`src/rtl/booth_digit_decoder.sv`:
```
// Sequential radix-8 Booth digit decoder: rebuilds the unsigned operand from a
// vector of signed Booth digits by Horner accumulation, MSB digit first.
`timescale 1ns/1ps

module booth_digit_decoder #(
  parameter int num_par_prod = 9,
  parameter int input_nbit   = 24
) (
  input  logic                         clk,
  input  logic                         rst,
  input  logic                         in_valid,
  output logic                         in_ready,
  input  logic [num_par_prod-1:0][4:0] d,
  output logic                         out_valid,
  input  logic                         out_ready,
  output logic [input_nbit-1:0]        y,
  output logic                         err_onehot,
  output logic                         err_range
);

  localparam int ACC_W = input_nbit + 3;
  localparam int CNT_W = (num_par_prod > 1) ? $clog2(num_par_prod) : 1;

  typedef enum logic [1:0] {IDLE, RUN, DONE} state_e;

  typedef struct packed {
    logic signed [3:0] value;
    logic              bad;
  } digit_t;

  // A digit with several magnitude bits set is flagged and contributes zero.
  function automatic digit_t decode_digit(input logic [4:0] dig);
    digit_t     r;
    logic [2:0] mag;
    r.bad = 1'b0;
    mag   = 3'd0;
    case (dig[3:0])
      4'b0000: mag = 3'd0;
      4'b0001: mag = 3'd1;
      4'b0010: mag = 3'd2;
      4'b0100: mag = 3'd3;
      4'b1000: mag = 3'd4;
      default: r.bad = 1'b1;
    endcase
    r.value = dig[4] ? -$signed({1'b0, mag}) : $signed({1'b0, mag});
    return r;
  endfunction

  state_e                         state_q, state_d;
  logic [num_par_prod-1:0][4:0]   digits_q, digits_d;
  logic signed [ACC_W-1:0]        acc_q, acc_d;
  logic [CNT_W-1:0]               cnt_q, cnt_d;
  logic                           onehot_q, onehot_d;
  logic                           range_q, range_d;
  logic [input_nbit-1:0]          y_q, y_d;

  digit_t                         cur;
  logic signed [ACC_W-1:0]        acc_step;

  always_comb begin
    // NOTE: every always_comb output gets a default first so no path can infer a latch.
    state_d  = state_q;
    digits_d = digits_q;
    acc_d    = acc_q;
    cnt_d    = cnt_q;
    onehot_d = onehot_q;
    range_d  = range_q;
    y_d      = y_q;

    cur      = decode_digit(digits_q[cnt_q]);
    acc_step = (acc_q <<< 3) + signed'({{(ACC_W-4){cur.value[3]}}, cur.value});

    case (state_q)
      IDLE: begin
        if (in_valid) begin
          digits_d = d;
          acc_d    = '0;
          cnt_d    = CNT_W'(num_par_prod - 1);
          onehot_d = 1'b0;
          range_d  = 1'b0;
          state_d  = RUN;
        end
      end
      RUN: begin
        acc_d = acc_step;
        if (cur.bad) onehot_d = 1'b1;
        if (cnt_q == '0) begin
          // Result and range flag are captured once so they hold steady in DONE.
          y_d     = acc_step[input_nbit-1:0];
          range_d = acc_step[ACC_W-1] | (|acc_step[ACC_W-2:input_nbit]);
          state_d = DONE;
        end else begin
          cnt_d = cnt_q - CNT_W'(1);
        end
      end
      DONE: begin
        if (out_ready) state_d = IDLE;
      end
      default: state_d = IDLE;
    endcase
  end

  // NOTE: sequential state uses non-blocking assignments so all flops update together.
  always_ff @(posedge clk) begin
    if (rst) begin
      state_q  <= IDLE;
      acc_q    <= '0;
      cnt_q    <= '0;
      onehot_q <= 1'b0;
      range_q  <= 1'b0;
      y_q      <= '0;
    end else begin
      state_q  <= state_d;
      acc_q    <= acc_d;
      cnt_q    <= cnt_d;
      onehot_q <= onehot_d;
      range_q  <= range_d;
      y_q      <= y_d;
    end
  end

  // NOTE: the digit store is not reset; it is always rewritten before it is read.
  always_ff @(posedge clk) begin
    digits_q <= digits_d;
  end

  assign in_ready   = (state_q == IDLE);
  assign out_valid  = (state_q == DONE);
  assign y          = y_q;
  assign err_onehot = onehot_q;
  assign err_range  = range_q;

endmodule

```
`config.mk`:
```
export PLATFORM = sky130hd
export DESIGN_NAME = booth_digit_decoder
export DESIGN_NICKNAME = d
export VERILOG_FILES = /design/src/rtl/booth_digit_decoder.sv
export SDC_FILE = /design/constraint.sdc
export NUM_CORES = 1
export LEC_CHECK = 0
export ABC_CLOCK_PERIOD_IN_PS = 5800
export BUFFER_PORTS_ARGS = -buffer_cell sky130_fd_sc_hd__buf_4
export CAP_MARGIN = 30
export CORE_MARGIN = 2
export CORE_UTILIZATION = 52
export DETAILED_ROUTE_END_ITERATION = 7
export PLACE_DENSITY = 0.77
export SLEW_MARGIN = 20
export SYNTH_ARGS = -nofsm -noshare
export SYNTH_HDL_FRONTEND = slang
export SYNTH_SLANG_ARGS = --single-unit
```
`constraint.sdc`:
```
create_clock -name clk -period 5.8 [get_ports clk]
set_clock_uncertainty 0.15 [all_clocks]
set_input_delay 0.87 -clock clk [delete_from_list [all_inputs] [get_ports clk]]
set_output_delay 0.87 -clock clk [all_outputs]
set_load 0.05 [all_outputs]
```
; ---- Word level (Yosys, flattened, before mapping)
; Cells that the tools add are included.
[word_totals]
n_memories = 0
mem_bits_rw = 0
rom_bits = 0
in_bits = 49
latchBits = 0
output_inout_bits = 28
elab_cells = 62
reg_bits = 101
[op_classes]
n_eq_ne = 11
shifts = 0
n_bitwise = 1
n_addsub = 3
order_cmp = 1
mux = 18
n_div = 0
n_mul = 0
reduce_logical = 13
[ops]
columns = operator, count
row1 = 24-bit one-hot mux with 2 select lines, 1
row2 = 27-bit by 4-bit adder with 27-bit output, 1
row3 = 24-bit 2-to-1 mux, 1
row4 = 5-bit binary-select mux with 4-bit select, 1
row5 = 4-bit 2-to-1 mux, 3
row6 = 3-bit one-hot mux with 4 select lines, 1
row7 = 3-bit AND reduction, 4
row8 = 4-bit zero test, 2
row9 = "2-bit inequality test, second input constant", 4
row10 = 4-bit one-hot mux with 2 select lines, 1
row11 = 2-bit 2-to-1 mux, 3
row12 = 2-bit one-hot mux with 3 select lines, 1
row13 = 2-bit AND reduction, 3
row14 = "4-bit by 5-bit < comparator with 1-bit output, second input constant", 1
row15 = 5-bit 2-to-1 mux, 1
row16 = 5-bit OR reduction, 1
row17 = "4-bit by 1-bit equality test with 1-bit output, second input constant", 1
row18 = "4-bit by 2-bit equality test with 1-bit output, second input constant", 1
row19 = "4-bit by 3-bit equality test with 1-bit output, second input constant", 1
row20 = "4-bit equality test, second input constant", 1
row21 = 3-bit negator with 4-bit output, 1
row22 = 1-bit one-hot mux with 2 select lines, 2
row23 = "4-bit by 1-bit subtractor with 4-bit output, second input constant", 1
row24 = 1-bit 2-to-1 mux, 3
row25 = other kinds (7), 7

; ---- Logic depth before layout (Yosys ltp)
; Gate-level depths: netlist of run 1.
[depth]
depth_word = 11
depth_mapped = 19
mapped_depth_nobuf = 17

; ---- Worst setup path after synthesis of run 1
; No wires, ideal clock.
[synth_path]
path_kind = register to register
start = register cnt_q[0]
end = register range_q (netlist: err_range)
path_buffers = 3
setup_slack_ns = 0.272
period_less_slack_ns = 5.528
setup_ns = 0.088
path_stages_with_launch = 19
arrival_time_ns = 5.290
required_ns = 5.562
cell_sequence = dfxtp_1 buf_6 mux4_1 mux2i_1 o22a_4 and2_4 buf_6 nand3b_1 a21oi_1 ha_1 clkbuf_1 and3_1 and2_1 a221oi_1 o22ai_1 a221oi_1 o21ai_0 xnor2_1 a311oi_2
[synth_between]
elab_chain_cells = 11
word_cells_on_any_way = 17
classes_between = add/sub (2) / eq/ne (5) / mux (6) / bitwise (1) / reduce/logical (3)
[synth_rtl]
columns = element, line_no
row1 = "start, declared", 52  ; logic [CNT_W-1:0] cnt_q, cnt_d;
row2 = "start signal, assigned", 115  ; cnt_q <= cnt_d;
row3 = 5-bit binary-select mux with 4-bit select, 70  ; cur = decode_digit(digits_q[cnt_q]);
row4 = 5-bit 2-to-1 mux (implied by the code), 70
row5 = "4-bit equality test, or another cell as far along", 37  ; case (dig[3:0])
row6 = 3-bit one-hot mux with 4 select lines, 37
row7 = 3-bit negator with 4-bit output, 45  ; r.value = dig[4] ? -$signed({1'b0, mag}) : $signed({1'b0, mag});
row8 = 4-bit 2-to-1 mux, 45
row9 = 27-bit by 4-bit adder with 27-bit output, 71  ; acc_step = (acc_q <<< 3) + signed'({{(ACC_W-4){cur.value[3]}}, cur.value});
row10 = 2-bit OR reduction, 90  ; range_d = acc_step[ACC_W-1] | (|acc_step[ACC_W-2:input_nbit]);
row11 = 1-bit bitwise OR, 90
row12 = 1-bit 2-to-1 mux, 87  ; if (cnt_q == '0) begin
row13 = 1-bit one-hot mux with 2 select lines, 73  ; case (state_q)
row14 = "end signal, assigned", 117  ; range_q <= range_d;
row15 = "end, declared", 54  ; logic range_q, range_d;
; Several ways; a longest one is shown, not always the timed one. The select of a mux whose other input is x is not followed.
; A chain may end at the register's enable or synchronous reset.

; ---- Worst setup path after layout of run 1
; Same ends and word-level chain as after synthesis.

==> run_results.csv, run 1 <==
group,metric,value,unit
synthesis,async_reset_ff_share,0,%
clock_network,clk_root_buffer_cell,"clkbuf_8",
sta,rsz0062_at_grt,"no",
sta,drv_slew,0,
routing,avgRoutedWirePerCell,15.1,um
sta,hold_slack,310,ps
routing,wl,10500,um
global_routing,antenna_found_initial,0,
clock_network,cts_hold_buf,0,
final_layout,stdcell_count,692,
critical_path,regToRegSetupSlack,500,ps
routing,ant_nets,0,
power_and_ir_drop,power,1.89,mW
synthesis,synth.most_common_cell,"nand2_1",
synthesis,synth-edff-count,45,
global_routing,grt_pass1_vias,3764,
floorplan,pin_count,77,
floorplan,die_h,103,um
place,dpl.hpwl,7530,um
clock_network,clk_path_buf_depth,2,
sta,tightest_slew,606,ps
clock_network,ctsResizeCount,0,
final_layout,antenna_cells,0,
routing,vias,3902,
routing,drtIter0Drc,133,
critical_path,crit_chain,"buf_4, mux4_2, mux2i_1, o22a_2, nand2_1, o211ai_1, a21oi_2, buf_4, ha_1, fa_1, a21oi_1, o2111ai_1, a221oi_1, o22ai_1, a221oi_1, o21ai_0, xnor2_1, a311oi_2",
final_layout,areaGrowthSynthToFinish,16.7,%
final_layout,drive_gt1_share,23.4,%
synthesis,synthCells,486,
synthesis,avgSynthCellArea,10.5,sq um
synthesis,synthTopCellsByArea,"edfxtp_1 (27%), dfxtp_1 (22%), ha_1 (6.1%)",
floorplan,core,9640,sq um
critical_path,cp_top_family,"compound AO/OA/AOI/OAI gates",
final_layout,ff_latch_area,2470,sq um
hold_path,hp-class,"register to register",
place,dp_cells,676,
synthesis,synthTopCellsByCount,"nand2_1 (58), dfxtp_1 (56), edfxtp_1 (45)",
routing,drc_errors,0,
run,cap_violations,0,
critical_path,cpPeakStageDelay,510,ps
floorplan,die_area,10600,sq um
clock_network,htree_levels,3,
synthesis,synth_nets,561,
clock_network,cts_tree,"built",
clock_network,cts_setup_buffers,0,
synthesis,synth_warnings,0,
global_routing,grt_first_pass_wirelength,17300,um
critical_path,worstSetupEndpointType,"register",
global_routing,grt_start_max_net_pins,58,
synthesis,yosysTopAreaCell,"edfxtp_1",
power_and_ir_drop,powerDensity,317,nW/um^2
clock_network,clk_pin_slew,100,ps
sta,setup_ws,499,ps
outcome,status,"completed",
sta,fmaxAchievable,189,MHz
sta,fin_crit,5300,ps
sta,final-hold-violation-count,0,
routing,vias_per_cell,5.64,
final_layout,nets,629,
sta,slew_headroom,59.6,%
power_and_ir_drop,max-vdd-ir-drop,0.157,mV
synthesis,synth_top_area_share,26.5,%
synthesis,synth_area,5090,sq um
final_layout,multiInputGateArea,2420,sq um
final_layout,fill_cells,815,
global_routing,grt_usage,20.8,%
routing,first_pass_iters,5,
critical_path,critPathRequiredTime,5940,ps
power_and_ir_drop,p_leak,2.39,nW
sta,fin_tns_setup,0,ps
sta,finalSetupViolCount,0,
floorplan,die_w,103,um
critical_path,cp.arrival,5440,ps
critical_path,path_buf_inv,2,
place,place_congestion,0.922,
place,port_buffers,76,
critical_path,crit_type,"register to register",
floorplan,rows,36,
critical_path,start_kind,"register",
critical_path,slowest_stage,"mux4_2",
synthesis,ys_seq_area_share,48.6,%
floorplan,initial_core_util,52.8,%
synthesis,ys_ff_latch,101,
place,place_ws,570,ps
synthesis,yosysUniqueCellTypes,64,
clock_network,cts_buffers,9,
clock_network,clk_latency,370,ps
global_routing,grt_overflow_total,0,
critical_path,crit_fanout,24,
synthesis,ys.flop_type,"dfxtp_1",
clock_network,cts_sinks,101,
sta,period_share,91.4,%
-- worst register-to-register path, cell delays in order, from the launching register on --
cell and delay, ps:
dfxtp_1 490, buf_4 260, mux4_2 510, mux2i_1 160, o22a_2 300, nand2_1 80
o211ai_1 120, a21oi_2 70, buf_4 230, ha_1 250, fa_1 410, a21oi_1 220
o2111ai_1 230, a221oi_1 440, o22ai_1 230, a221oi_1 440, o21ai_0 190, xnor2_1 170
a311oi_2 260
-- registers in the layout, summed over array words and instances, names as in the netlist --
name,flops
digits_q,45
acc_q,24
y,24
cnt_q,4
state_q,2
err_onehot,1
err_range,1
-- metal layers --
metal | up-vias | global-route usage (%) | part of all wire [%]
met3 | 14 | 3.80 | 4.1
met1 | 1872 | 26.0 | 43
met4 | 0 | 6.68 | 1.6
li1 | 1926 | - | -
met2 | 90 | 36.5 | 51
met5 | - | 0 | 0
-- cell type report --
type                       instances  share of cell area [%]
clock inverter                     7                    1.14
sequential                       101                    41.6
inverter                          17                    1.07
clock buffer                       9                    2.08
multi-input combinational        341                    40.7
timing repair buffer              84                    10.6
tap                              133                    2.80
-- cells by family (layout without fill, tap and decap cells) --
logic type / Yosys count / count (layout) / synth area share (%)
buffers and inverters: 44 / 117 / 4.05
adder cells (fa/ha/maj): 26 / 26 / 6.54
AND/OR/NAND/NOR: 147 / 147 / 13.2
multiplexers: 16 / 16 / 5.85
AO/OA/AOI/OAI: 131 / 131 / 18.1
flip-flops: 101 / 101 / 48.6
XOR/XNOR: 21 / 21 / 3.76
-- cell usage in the layout, fill, tap and decap left out, types with 10 or more instances in the layout --
| master | count |
|---|---|
| inv_1 | 16 |
| ha_1 | 25 |
| a22oi_1 | 18 |
| buf_4 | 84 |
| nand2_1 | 58 |
| nand3_1 | 14 |
| a21o_1 | 13 |
| nor2_1 | 43 |
| a21oi_1 | 42 |
| o21ai_0 | 10 |
| edfxtp_1 | 45 |
| xnor2_1 | 12 |
| dfxtp_1 | 56 |
-- stage by stage --
| stage | utilization [%] | instance area, sq um |
|---|---|---|
| 2_1_floorplan | - | 5090 |
| 5_1_grt | 61.7 | 5940 |
| 4_1_cts | 61.7 | 5940 |
| 6_report | 61.7 | 5940 |
| 3_3_place_gp | 59.7 | 5750 |
| 3_5_place_dp | 59.7 | 5750 |
-- report_power, final --
group	switching [mW]	leakage (nW)	internal (mW)	total, mW
clock network	0.271	0.0966	0.170	0.441
registers	0.0345	0.884	0.806	0.840
logic	0.370	1.41	0.235	0.604
total	0.675	2.39	1.21	1.89
-- path summary, 6_finish.rpt --
check,start,endpoint,cells after the start
hold reg to reg,y[9],y[9],2
setup reg to reg,cnt_q[0],err_range,18
hold / removal,y[9],y[9],2
setup / recovery,cnt_q[0],err_range,18
(Power assumes the default switching activity.)
==> inputs of run 2 (changes only) <==
MAX_ROUTING_LAYER = met4   (was unset)
TNS_END_PERCENT = 100   (was unset)
==> run 2 against run 1 <==
Final area rose by 0.29%; final cell count fell by 0.14%; critical path type unchanged; global-route usage rose by 1.1 points.
==> run_results.csv, run 2 (same netlist as run 1, synthesis figures left out) <==
group,metric,value,unit
clock_network,clk_latency,380,ps
floorplan,core,9640,sq um
floorplan,die_area,10600,sq um
sta,period_share,91.1,%
sta,fmaxAchievable,189,MHz
final_layout,antenna_cells,0,
clock_network,cts_buffers,9,
global_routing,grt_pass1_vias,3684,
routing,avgRoutedWirePerCell,15.5,um
global_routing,grt_use_met2,35.2,%
routing,first_pass_iters,4,
place,port_buffers,76,
global_routing,grt_use_met1,27.4,%
global_routing,grt_use_met3,4.41,%
sta,setup_ws,519,ps
clock_network,cts_setup_buffers,0,
sta,fin_crit,5280,ps
power_and_ir_drop,p_sw,0.676,mW
power_and_ir_drop,p_sw_share,35.1,%
floorplan,initial_core_util,52.8,%
global_routing,grt_overflow_total,0,
floorplan,die_h,103,um
sta,drv_slew,0,
sta,slew_headroom,32.9,%
routing,drc_errors,0,
global_routing,grt_start_max_net_pins,58,
clock_network,clk_root_buffer_cell,"clkbuf_8",
floorplan,die_w,103,um
global_routing,antenna_found_initial,0,
clock_network,ctsResizeCount,0,
power_and_ir_drop,max-vdd-ir-drop,0.167,mV
final_layout,ff_latch_area,2470,sq um
floorplan,pin_count,77,
clock_network,cts_sinks,101,
routing,ant_nets,0,
critical_path,crit_fanout,24,
routing,wl,10700,um
sta,tightest_slew,1000,ps
final_layout,largest_reg_flops,45,
sta,fin_tns_setup,0,ps
clock_network,clk_path_buf_depth,2,
routing,vias_per_cell,5.61,
critical_path,worstSetupEndpointType,"register",
sta,finalSetupViolCount,0,
clock_network,clk_pin_slew,110,ps
final_layout,final_common_cell,"buf_4",
clock_network,htree_levels,3,
place,place_ws,456,ps
critical_path,crit_type,"register to register",
sta,final-hold-violation-count,0,
final_layout,drive_gt1_share,23.5,%
global_routing,globalRoute.busiestLayer,"met2",
floorplan,rows,36,
global_routing,grt_first_pass_wirelength,17400,um
clock_network,cts_tree,"built",
power_and_ir_drop,powerDensity,323,nW/um^2
final_layout,top_register,"digits_q",
run,cap_violations,0,
power_and_ir_drop,p_leak,2.40,nW
power_and_ir_drop,clkPwrFrac,24.9,%
power_and_ir_drop,p_seq_share,43.6,%
power_and_ir_drop,p_comb_share,31.4,%
hold_path,hp-class,"register to register",
clock_network,cts_hold_buf,0,
final_layout,multiInputGateArea,2430,sq um
outcome,status,"completed",
routing,vias,3879,
final_layout,areaGrowthSynthToFinish,17.1,%
final_layout,nets,628,
critical_path,critPathRequiredTime,5950,ps
place,place_congestion,0.942,
place,dpl.hpwl,7510,um
critical_path,start_kind,"register",
final_layout,fill_cells,796,
global_routing,grt_usage,21.9,%
sta,rsz0062_at_grt,"no",
final_layout,final_cell_mix,"buf_4 (83), nand2_1 (58), dfxtp_1 (56)",
critical_path,cp.arrival,5430,ps
routing,drtIter0Drc,178,
power_and_ir_drop,p_int,1.25,mW
run 2: cell types whose count changed in the layout (fill, tap and decap cells not counted):
| cell | previous run | this run |
|---|---|---|
| buf_4 | 84 | 83 |
| a221oi_2 | 0 | 1 |
| a221oi_1 | 2 | 1 |
| bufinv_16 | 0 | 1 |
| inv_8 | 3 | 2 |
run 2: worst max-delay path, cell delays in order, from the launching register on:
cell and delay [ps]:
dfxtp_1 500, buf_4 260, mux4_2 510, mux2i_1 190, o22a_2 320, nand2_1 90, o211ai_1 120, a21oi_2 70
buf_4 230, ha_1 240, fa_1 410, a21oi_1 210, o2111ai_1 230, a221oi_1 440, o22ai_1 240, a221oi_2 380
o21ai_0 170, xnor2_1 160, a311oi_2 270
run 2: worst paths after layout:
check / end / slack [ps] / cells after the start / from
worst max-delay path: err_range / 520 / 18 / cnt_q[0]
worst min-delay path: y[8] / 310 / 2 / y[8]
worst max register to register: err_range / 520 / 18 / cnt_q[0]
worst min register to register: y[8] / 310 / 2 / y[8]
run 2: layout make-up:
class,count,area share [%]
timing repair buffer,83,10.5
clock inverter,7,1.45
multi-input combinational,341,40.7
sequential,101,41.5
inverter,17,1.07
clock buffer,9,2.08
tap,133,2.79
run 2: stage by stage:
step | utilization, % | power (mW) | hold WS (ps) | std cells | area (sq um)
final | 61.9 | 1.93 | 313 | 691 | 5960
after CTS | 61.8 | 1.93 | 315 | 691 | 5960
after global routing | 61.9 | 2.03 | 333 | 691 | 5960
after global placement | 59.6 | 1.44 | 296 | 675 | 5750
after detailed placement | 59.6 | 1.45 | 300 | 675 | 5750
after floorplan | - | 1.31 | 303 | 486 | 5090
run 2: per-layer routing:
layer | up-vias | part of all wire (%)
met2 | 110 | 49
met3 | 18 | 4.5
met1 | 1825 | 44
met5 | - | 0
met4 | 0 | 2.4
li1 | 1926 | -
run 2: power by group through the flow:
stage	Combinational [mW]	Sequential [mW]	Clock [mW]
after floorplan	0.426	0.884	0
after global placement	0.581	0.855	0
after detailed placement	0.598	0.857	0
after CTS	0.603	0.841	0.488
after global routing	0.668	0.846	0.520
final	0.606	0.841	0.480
